===== src/rtl/mont_arbiter_pkg.sv =====
// Shared RSA datapath types: operand bundle and key word for the Montgomery multiplier.
package RSA_pkg;

   localparam int MOD_WIDTH = 16;

   typedef logic [MOD_WIDTH-1:0] KeyType;

   typedef struct packed {
      KeyType a;
      KeyType b;
      KeyType modulus;
   } MontgomeryIn;

endpackage


===== src/rtl/mont_arbiter_tag_fifo.sv =====
// In-order tag FIFO: remembers which requester owns each operation in flight.
module tag_fifo #(
   parameter int WIDTH = 1,
   parameter int DEPTH = 4
) (
   input  logic                     clk,
   input  logic                     rst,
   input  logic                     push,
   input  logic [WIDTH-1:0]         din,
   input  logic                     pop,
   output logic [WIDTH-1:0]         front,
   output logic [$clog2(DEPTH):0]   count,
   output logic                     full,
   output logic                     empty
);

   localparam int PTR_W = (DEPTH > 1) ? $clog2(DEPTH) : 1;
   localparam int CNT_W = $clog2(DEPTH) + 1;

   logic [WIDTH-1:0] mem [DEPTH];
   logic [PTR_W-1:0] wr_ptr;
   logic [PTR_W-1:0] rd_ptr;
   logic             do_push;
   logic             do_pop;

   function automatic logic [PTR_W-1:0] next_ptr(input logic [PTR_W-1:0] p);
      return (int'(p) == DEPTH - 1) ? '0 : p + 1'b1;
   endfunction

   assign full    = (count == CNT_W'(DEPTH));
   assign empty   = (count == '0);
   assign do_push = push && !full;
   assign do_pop  = pop && !empty;
   assign front   = mem[rd_ptr];

   // NOTE: storage has no reset; only the pointers and count define which entries are live.
   always_ff @(posedge clk) begin
      if (do_push) mem[wr_ptr] <= din;
   end

   // NOTE: sequential state uses non-blocking assignments so every register sees pre-edge values.
   always_ff @(posedge clk or negedge rst) begin
      if (!rst) begin
         wr_ptr <= '0;
         rd_ptr <= '0;
         count  <= '0;
      end else begin
         if (do_push) wr_ptr <= next_ptr(wr_ptr);
         if (do_pop)  rd_ptr <= next_ptr(rd_ptr);
         case ({do_push, do_pop})
            2'b10:   count <= count + 1'b1;
            2'b01:   count <= count - 1'b1;
            default: count <= count;
         endcase
      end
   end

endmodule


===== src/rtl/mont_arbiter.sv =====
// Round-robin sharing of one Montgomery multiplier among N_REQ requesters,
// with in-order result routing back to the issuing requester.
module mont_arbiter
   import RSA_pkg::*;
#(
   parameter int N_REQ   = 2,
   parameter int MAX_OUT = 4
) (
   input  logic                      clk,
   input  logic                      rst,
   input  logic [N_REQ-1:0]          i_valid,
   output logic [N_REQ-1:0]          i_ready,
   input  MontgomeryIn [N_REQ-1:0]   i_in,
   output logic                      m_i_valid,
   input  logic                      m_i_ready,
   output MontgomeryIn               m_i_in,
   input  logic                      m_o_valid,
   output logic                      m_o_ready,
   input  KeyType                    m_o_out,
   output logic [N_REQ-1:0]          o_valid,
   input  logic [N_REQ-1:0]          o_ready,
   output KeyType                    o_out
);

   localparam int TAG_W = $clog2(N_REQ);
   localparam int CNT_W = $clog2(MAX_OUT) + 1;

   typedef logic [TAG_W-1:0] MontArbTag;

   MontArbTag        rr_ptr;
   MontArbTag        locked_idx;
   MontArbTag        pick;
   MontArbTag        grant;
   MontArbTag        head;
   logic             lock;
   logic             pick_any;
   logic             req_any;
   logic             can_issue;
   logic             issue;
   logic             pop;
   logic             fifo_empty;
   logic             fifo_full;
   logic [CNT_W-1:0] count;

   // NOTE: every combinational output gets a default first so no latch is inferred.
   always_comb begin
      pick_any = 1'b0;
      pick     = rr_ptr;
      for (int i = 0; i < N_REQ; i++) begin
         if (!pick_any && i_valid[(int'(rr_ptr) + i) % N_REQ]) begin
            pick_any = 1'b1;
            pick     = MontArbTag'((int'(rr_ptr) + i) % N_REQ);
         end
      end
   end

   // A stalled offer stays pinned to its requester so the multiplier sees stable operands.
   assign grant     = lock ? locked_idx : pick;
   assign req_any   = lock ? i_valid[locked_idx] : pick_any;
   assign can_issue = (count < CNT_W'(MAX_OUT));
   assign m_i_valid = rst && can_issue && req_any;
   assign m_i_in    = i_in[grant];
   assign issue     = m_i_valid && m_i_ready;

   always_comb begin
      i_ready = '0;
      if (issue) i_ready[grant] = 1'b1;
   end

   assign m_o_ready = !fifo_empty && o_ready[head];
   assign o_out     = m_o_out;
   assign pop       = m_o_valid && m_o_ready;

   always_comb begin
      o_valid = '0;
      if (m_o_valid && !fifo_empty) o_valid[head] = 1'b1;
   end

   always_ff @(posedge clk or negedge rst) begin
      if (!rst) begin
         rr_ptr     <= '0;
         lock       <= 1'b0;
         locked_idx <= '0;
      end else if (issue) begin
         lock   <= 1'b0;
         rr_ptr <= (grant == MontArbTag'(N_REQ - 1)) ? '0 : grant + 1'b1;
      end else if (m_i_valid) begin
         lock       <= 1'b1;
         locked_idx <= grant;
      end
   end

   tag_fifo #(
      .WIDTH (TAG_W),
      .DEPTH (MAX_OUT)
   ) u_tag_fifo (
      .clk   (clk),
      .rst   (rst),
      .push  (issue),
      .din   (grant),
      .pop   (pop),
      .front (head),
      .count (count),
      .full  (fifo_full),
      .empty (fifo_empty)
   );

   // A result with nothing in flight, or a requester dropping a pending offer, is a protocol error.
   a_no_orphan_result: assert property (@(posedge clk) disable iff (!rst)
      m_o_valid |-> !fifo_empty);
   a_offer_held: assert property (@(posedge clk) disable iff (!rst)
      lock |-> (m_i_valid && $stable(m_i_in)));

endmodule


===== config.mk =====
export PLATFORM = sky130hd
export DESIGN_NAME = mont_arbiter
export DESIGN_NICKNAME = d
export VERILOG_FILES = /design/src/rtl/mont_arbiter_pkg.sv /design/src/rtl/mont_arbiter_tag_fifo.sv /design/src/rtl/mont_arbiter.sv
export SDC_FILE = /design/constraint.sdc
export NUM_CORES = 1
export LEC_CHECK = 0
export CORE_AREA = 2 2 74 76
export DETAILED_ROUTE_END_ITERATION = 16
export DIE_AREA = 0 0 76 78
export DONT_BUFFER_PORTS = 1
export PLACE_DENSITY = 0.45
export SLEW_MARGIN = 15
export SYNTH_ARGS = -nofsm -noshare
export SYNTH_HDL_FRONTEND = slang
export SYNTH_SLANG_ARGS = --single-unit

===== constraint.sdc =====
create_clock -name clk -period 2.2 [get_ports clk]
set_clock_uncertainty 0.1 [all_clocks]
set_input_delay 0.44 -clock clk [delete_from_list [all_inputs] [get_ports clk]]
set_output_delay 0.44 -clock clk [all_outputs]
set_load 0.02 [all_outputs]

---- Word-level counts from Yosys, hierarchy flattened ----
Memories as Yosys holds them, arrays and structs flattened.
Index checks and enable logic that the tools add are counted.
storage, ports and cells
  register bits ........................... 10
  memory bits (writable) .................. 4
  bits of input ports ..................... 120
  output and inout port bits .............. 70
  logic and storage cells ................. 76
  memories kept ........................... 1
memory list
  memory          words  width  read ports  clocked after Yosys merged registers in  write ports  RTL line                     source
  u_tag_fifo.mem  4      1      1           0                                        1            mont_arbiter_tag_fifo.sv:20  logic [WIDTH-1:0] mem [DEPTH];
cells by class
  $add $sub $neg .......................... 6
  order comparisons ....................... 8
  equality and inequality tests ........... 5
  muxes and demuxes ....................... 30
  bitwise logic cells ..................... 2
  reductions and logical operators ........ 18
operators by type and width
  operator                                                                       count
  48-bit 2-to-1 mux                                                              2
  1-bit 2-to-1 mux                                                               21
  1-bit logical AND                                                              11
  1-bit by 2-bit less-than comparator with 1-bit output (second input constant)  4
  2-bit 2-to-1 mux                                                               4
  2-bit by 1-bit equality test with 1-bit output (second input constant)         3
  3-bit case mux with 2 select lines                                             1
  2-bit by 1-bit adder with 2-bit output (second input constant)                 2
  2-bit nonzero test                                                             2
  3-bit by 1-bit adder with 3-bit output (second input constant)                 1
  3-bit equality test (second input constant)                                    1
  1-bit zero test                                                                3
  3-bit zero test                                                                1
  2-bit by 3-bit less-than comparator with 1-bit output (second input constant)  1
  3-bit less-than comparator (second input constant)                             1
  3-bit by 1-bit subtractor with 3-bit output (second input constant)            1
  1-bit adder (second input constant)                                            2
  1-bit demux with 1-bit select                                                  2
  2-bit equality test (second input constant)                                    1
  1-bit >= comparator (second input constant)                                    2
  2-bit AND reduction                                                            1
  1-bit bitwise AND (first input constant)                                       1
  1-bit NOT                                                                      1

---- Logic depth before layout (Yosys ltp) ----
  depth in word-level cells ............... 13
  depth in mapped cells ................... 9
  depth with buffers taken out ............ 9

---- Cells and area by module ----
From an unflattened synthesis, not the netlist that was laid out.
unflattened totals
  cells, all modules ...................... 140
  area, all modules ....................... 1586.5 µm²
modules (own cells, without submodules)
  module        instances  cells an instance  area each (µm²)
  mont_arbiter  1          95                 957.2
  tag_fifo      1          45                 629.4

---- Least setup slack after synthesis ----
Ideal clock, no wire load.
  kind .................................... reg-to-reg
  start point ............................. register locked_idx
  end point ............................... register u_tag_fifo.count[2]
  arrival ................................. 2.196 ns
  required time ........................... 1.974 ns
  setup slack ............................. -0.222 ns
  cell stages (with the launch flop) ...... 10
  buffers on the path ..................... 0
  clock period less this slack ............ 2.422 ns
  cell sequence ........................... dfrtp_1 -> mux2i_1 -> a2111oi_4 -> nand2_2 -> ha_1 -> inv_1 -> fa_1 -> xor2_1 -> nor2_1 -> xor2_1
on the way
  longest elaborated chain between the ends .. 8
  elaborated cells on any way between the ends .. 10
  those cells by class .................... eq/ne: 2; mux: 4; reduce/logical: 4
ends and longest elaborated chain
  element                                                                                       RTL line                     source
  from (decl)                                                                                   mont_arbiter.sv:31           MontArbTag locked_idx;
  from (signal assigned)                                                                        mont_arbiter.sv:89           locked_idx <= grant;
  1-bit 2-to-1 mux (not written as such) * (2 in a row)                                         mont_arbiter.sv:59           assign req_any = lock ? i_valid[locked_idx] : pick_any;
  1-bit 2-to-1 mux *                                                                            mont_arbiter.sv:59
  1-bit logical AND *                                                                           mont_arbiter.sv:61           assign m_i_valid = rst && can_issue && req_any;
  net m_i_valid                                                                                 mont_arbiter.sv:14           output logic m_i_valid,
  1-bit logical AND *                                                                           mont_arbiter.sv:63           assign issue = m_i_valid && m_i_ready;
  1-bit logical AND *                                                                           mont_arbiter_tag_fifo.sv:32  assign do_push = push && !full;
  2-bit by 1-bit equality test with 1-bit output / 2-bit equality test (equally long branches)  mont_arbiter_tag_fifo.sv:50  case ({do_push, do_pop})
  3-bit case mux with 2 select lines / 2-bit nonzero test (equally long branches)               -
  to (signal assigned)                                                                          mont_arbiter_tag_fifo.sv:51  2'b10: count <= count + 1'b1;
  to (signal assigned)                                                                          mont_arbiter_tag_fifo.sv:52  2'b01: count <= count - 1'b1;
  to (signal assigned)                                                                          mont_arbiter_tag_fifo.sv:53  default: count <= count;
  to (decl)                                                                                     mont_arbiter_tag_fifo.sv:12  output logic [$clog2(DEPTH):0] count,
The timed path passes the listed nets; every way through them passes the cells marked *. The select of a mux whose other input is x is not followed.
A chain may end at the register's enable or synchronous reset.

==> results.toml <==
[run_status]
status = "finished with violations"
violations = "setup timing"

[floorplan]
die_w_um = 76
num_rows = 26
die-height_um = 78
io_pins = 190
coreArea_um2 = 5042
dieArea_um2 = 5928
initial_core_util_pct = 29.60

[timing]
fmax_mhz = 418.0
finalSetupTns_ps = -8813
relSlewSlack_pct = 66.06
layout_worst_path_cycle_share_pct = 108.7
finalHoldViolCount = 0
setup_viol = 53
slew_viol_final = 0
holdWs_ps = 251.1
min_period_ps = 2392
tightest_slew_ps = 507.5
setup_slack_ps = -192.4
rsz0062_at_grt = "yes"

[drt]
drt_pre_antenna_iters = 4
wirelength_um = 5013
via_per_inst = 5.198
post_drt_wl_per_cell_um = 23.65
detail_route.iter0.violations = 15
drc = 0
ant_nets = 0
vias = 1102

[clock_network]
clkLatencyLatePin_ps = 240
cts_buffer_depth = 2
tritoncts = "done"
cts_num_sinks = 14
cts.htree.levels = 1
cts.reportedPaths.clkPinSlew_ps = 60
cts_root_buffer = "clkbuf_8"
cts_buffers = 3

[placement]
place_congestion = 0.6609
dp_slack_ps = -189.2
port_buffers = 0
hpwl_um = 3723
postPlaceCellArea_um2 = 1599

[layout]
multi_input_area_um2 = 1150
diodes = 0
nFillCells = 490
areaGrowthSynthToFinish_pct = 33.28
drive_gt1_share_pct = 68.31
nets = 270
ff_latch_area_um2 = 370.4
final_core_util_pct = 39.45
final_cell_area_um2 = 1989

[synth]
synthMuxAreaShare_pct = 44.43
avgSynthCellArea_um2 = 11.14
synthCells = 134
synth_xor_area_share_pct = 1.760
ys_seq_elements = 14
synth_top_family_by_area = "multiplexers"
yosys_warnings = 0
synth_cell_type_count = 25
seq_area_frac_synth_pct = 24.81
synth_nets = 261
netlist_area_um2 = 1493
synth-simple-area-share_pct = 6.203
synth-compound-area-share_pct = 3.101
synth_fa_ha_area_share_pct = 7.041

[setup_path]
start_kind = "flip-flop"
critPathBufInv = 2
critical-path-top-delay-family = "multiplexers"
crit_chain = "maj3_2, mux2i_4, buf_6, clkbuf_16, mux2_4"
cp_max_fo = 8
slowest_stage = "dfrtp_1"
crit_arrival_ps = 1850
max_stage_delay_ps = 380
endpoint_kind = "primary output"
required_ps = 1660
path_class = "flip-flop to primary output"
r2r_setup_slack_ps = -160

[grt]
grt_usage_pct = 12.84
grt_pass1_wl_um = 5968
antenna_found_initial = 1
grt_max_degree = 33
grt_pass1_vias = 1096
gr-total-overflow = 0

[worst_hold_path]
holdCritPathClass = "input port to flip-flop"

[power]
p_leak_nw = 0.9482
vdd_drop_max_v = 0.0006689
powerDensity_nw_per_um2 = 1737

[run]
cap_violations = 0
==> logic make-up (layout without fill, tap and decap cells) <==
family	after synthesis	count (layout)
AO/OA/AOI/OAI	4	4
AND/OR/NAND/NOR	17	17
flip-flops	14	14
buffers and inverters	30	38
multiplexers	58	58
adder cells (fa/ha/maj)	8	8
XOR/XNOR	3	3
==> metrics by stage <==
step	power (W)	instances
2_1_floorplan	0.002293	134
3_3_place_gp	0.002468	194
3_5_place_dp	0.002506	194
4_1_cts	0.002776	201
5_1_grt	0.003642	212
6_report	0.003456	212
==> path summary, 6_finish.rpt <==
| check | from | to | cells past startpoint |
|---|---|---|---|
| min reg2reg | u_tag_fifo.count[0] | u_tag_fifo.count[0] | 1 |
| min | m_i_ready | locked_idx | 2 |
| min in group asynchronous | rst | u_tag_fifo.rd_ptr[0] | 1 |
| max reg2reg | u_tag_fifo.rd_ptr[0] | u_tag_fifo.count[2] | 9 |
| max | rr_ptr | m_i_in[17] | 5 |
| max in group asynchronous | rst | u_tag_fifo.count[1] | 1 |
==> placed cells by master (no fill, tap or decap), drive strengths merged, types with 2 or more instances in the layout <==
cell type,instances
mux2,53
and3,4
xor2,2
buf,21
mux2i,4
clkbuf,6
ha,6
edfxtp,4
inv,9
nor2,8
dfrtp,10
==> where the power goes <==
group	leakage [nW]	total, W	switching (W)	internal [W]
Sequential	0.153	0.000493	0.000108	0.000385
Combinational	0.772	0.00275	0.00132	0.00143
Clock	0.0231	0.000215	0.0000919	0.000124
==> final cells by class <==
class | instances | share of cell area, %
Multi-Input combinational cell | 90 | 57.80
Sequential cell | 14 | 18.62
Timing Repair Buffer | 25 | 15.22
Tap cell | 70 | 4.403
Clock buffer | 3 | 2.075
Inverter | 9 | 1.698
Clock inverter | 1 | 0.1887
==> state kept, by name, indices dropped and copies added (netlist names) <==
register           flops
u_tag_fifo.mem         4
u_tag_fifo.count       3
u_tag_fifo.rd_ptr      2
u_tag_fifo.wr_ptr      2
lock                   1
locked_idx             1
rr_ptr                 1
==> what timing repair did <==
| action | CTS | global route |
|---|---|---|
| endpoints found under the hold margin | 10 | 0 |
| setup buffers | 2 | 9 |
| setup endpoints to repair | 53 | 54 |
| hold buffers | 1 | 0 |
| pin swaps | 3 | 4 |
| resized for setup | 4 | 45 |
| cloned | 0 | 4 |
==> layer usage <==
layer	vias up	routed length [um]	global-route usage (%)
li1	475	-	-
met1	518	1636	12.90
met2	83	2582	21.25
met3	24	576	7.093
met4	2	201	7.091
met5	-	16	0
==> Yosys cell counts <==
library cell	count	share of area, %
mux2i_2	1	0.92
o21a_1	1	0.50
a31oi_1	1	0.42
edfxtp_1	4	8.0
dfrtp_1	10	17
buf_4	20	10
a21oi_1	1	0.33
and3_2	4	2.0
xnor2_1	1	0.59
mux2i_1	3	2.0
mux4_2	1	1.5
and2b_2	1	0.59
buf_2	1	0.33
nand2_2	1	0.42
nor3_1	1	0.33
ha_1	6	5.0
xor2_1	2	1.2
fa_1	1	1.3
inv_1	9	2.3
nor2b_1	1	0.42
mux2_2	53	40
maj3_1	1	0.67
nor2_1	8	2.0
nand2b_1	1	0.42
a2111oi_4	1	1.8
No activity file was read; power rests on OpenSTA's default activity.
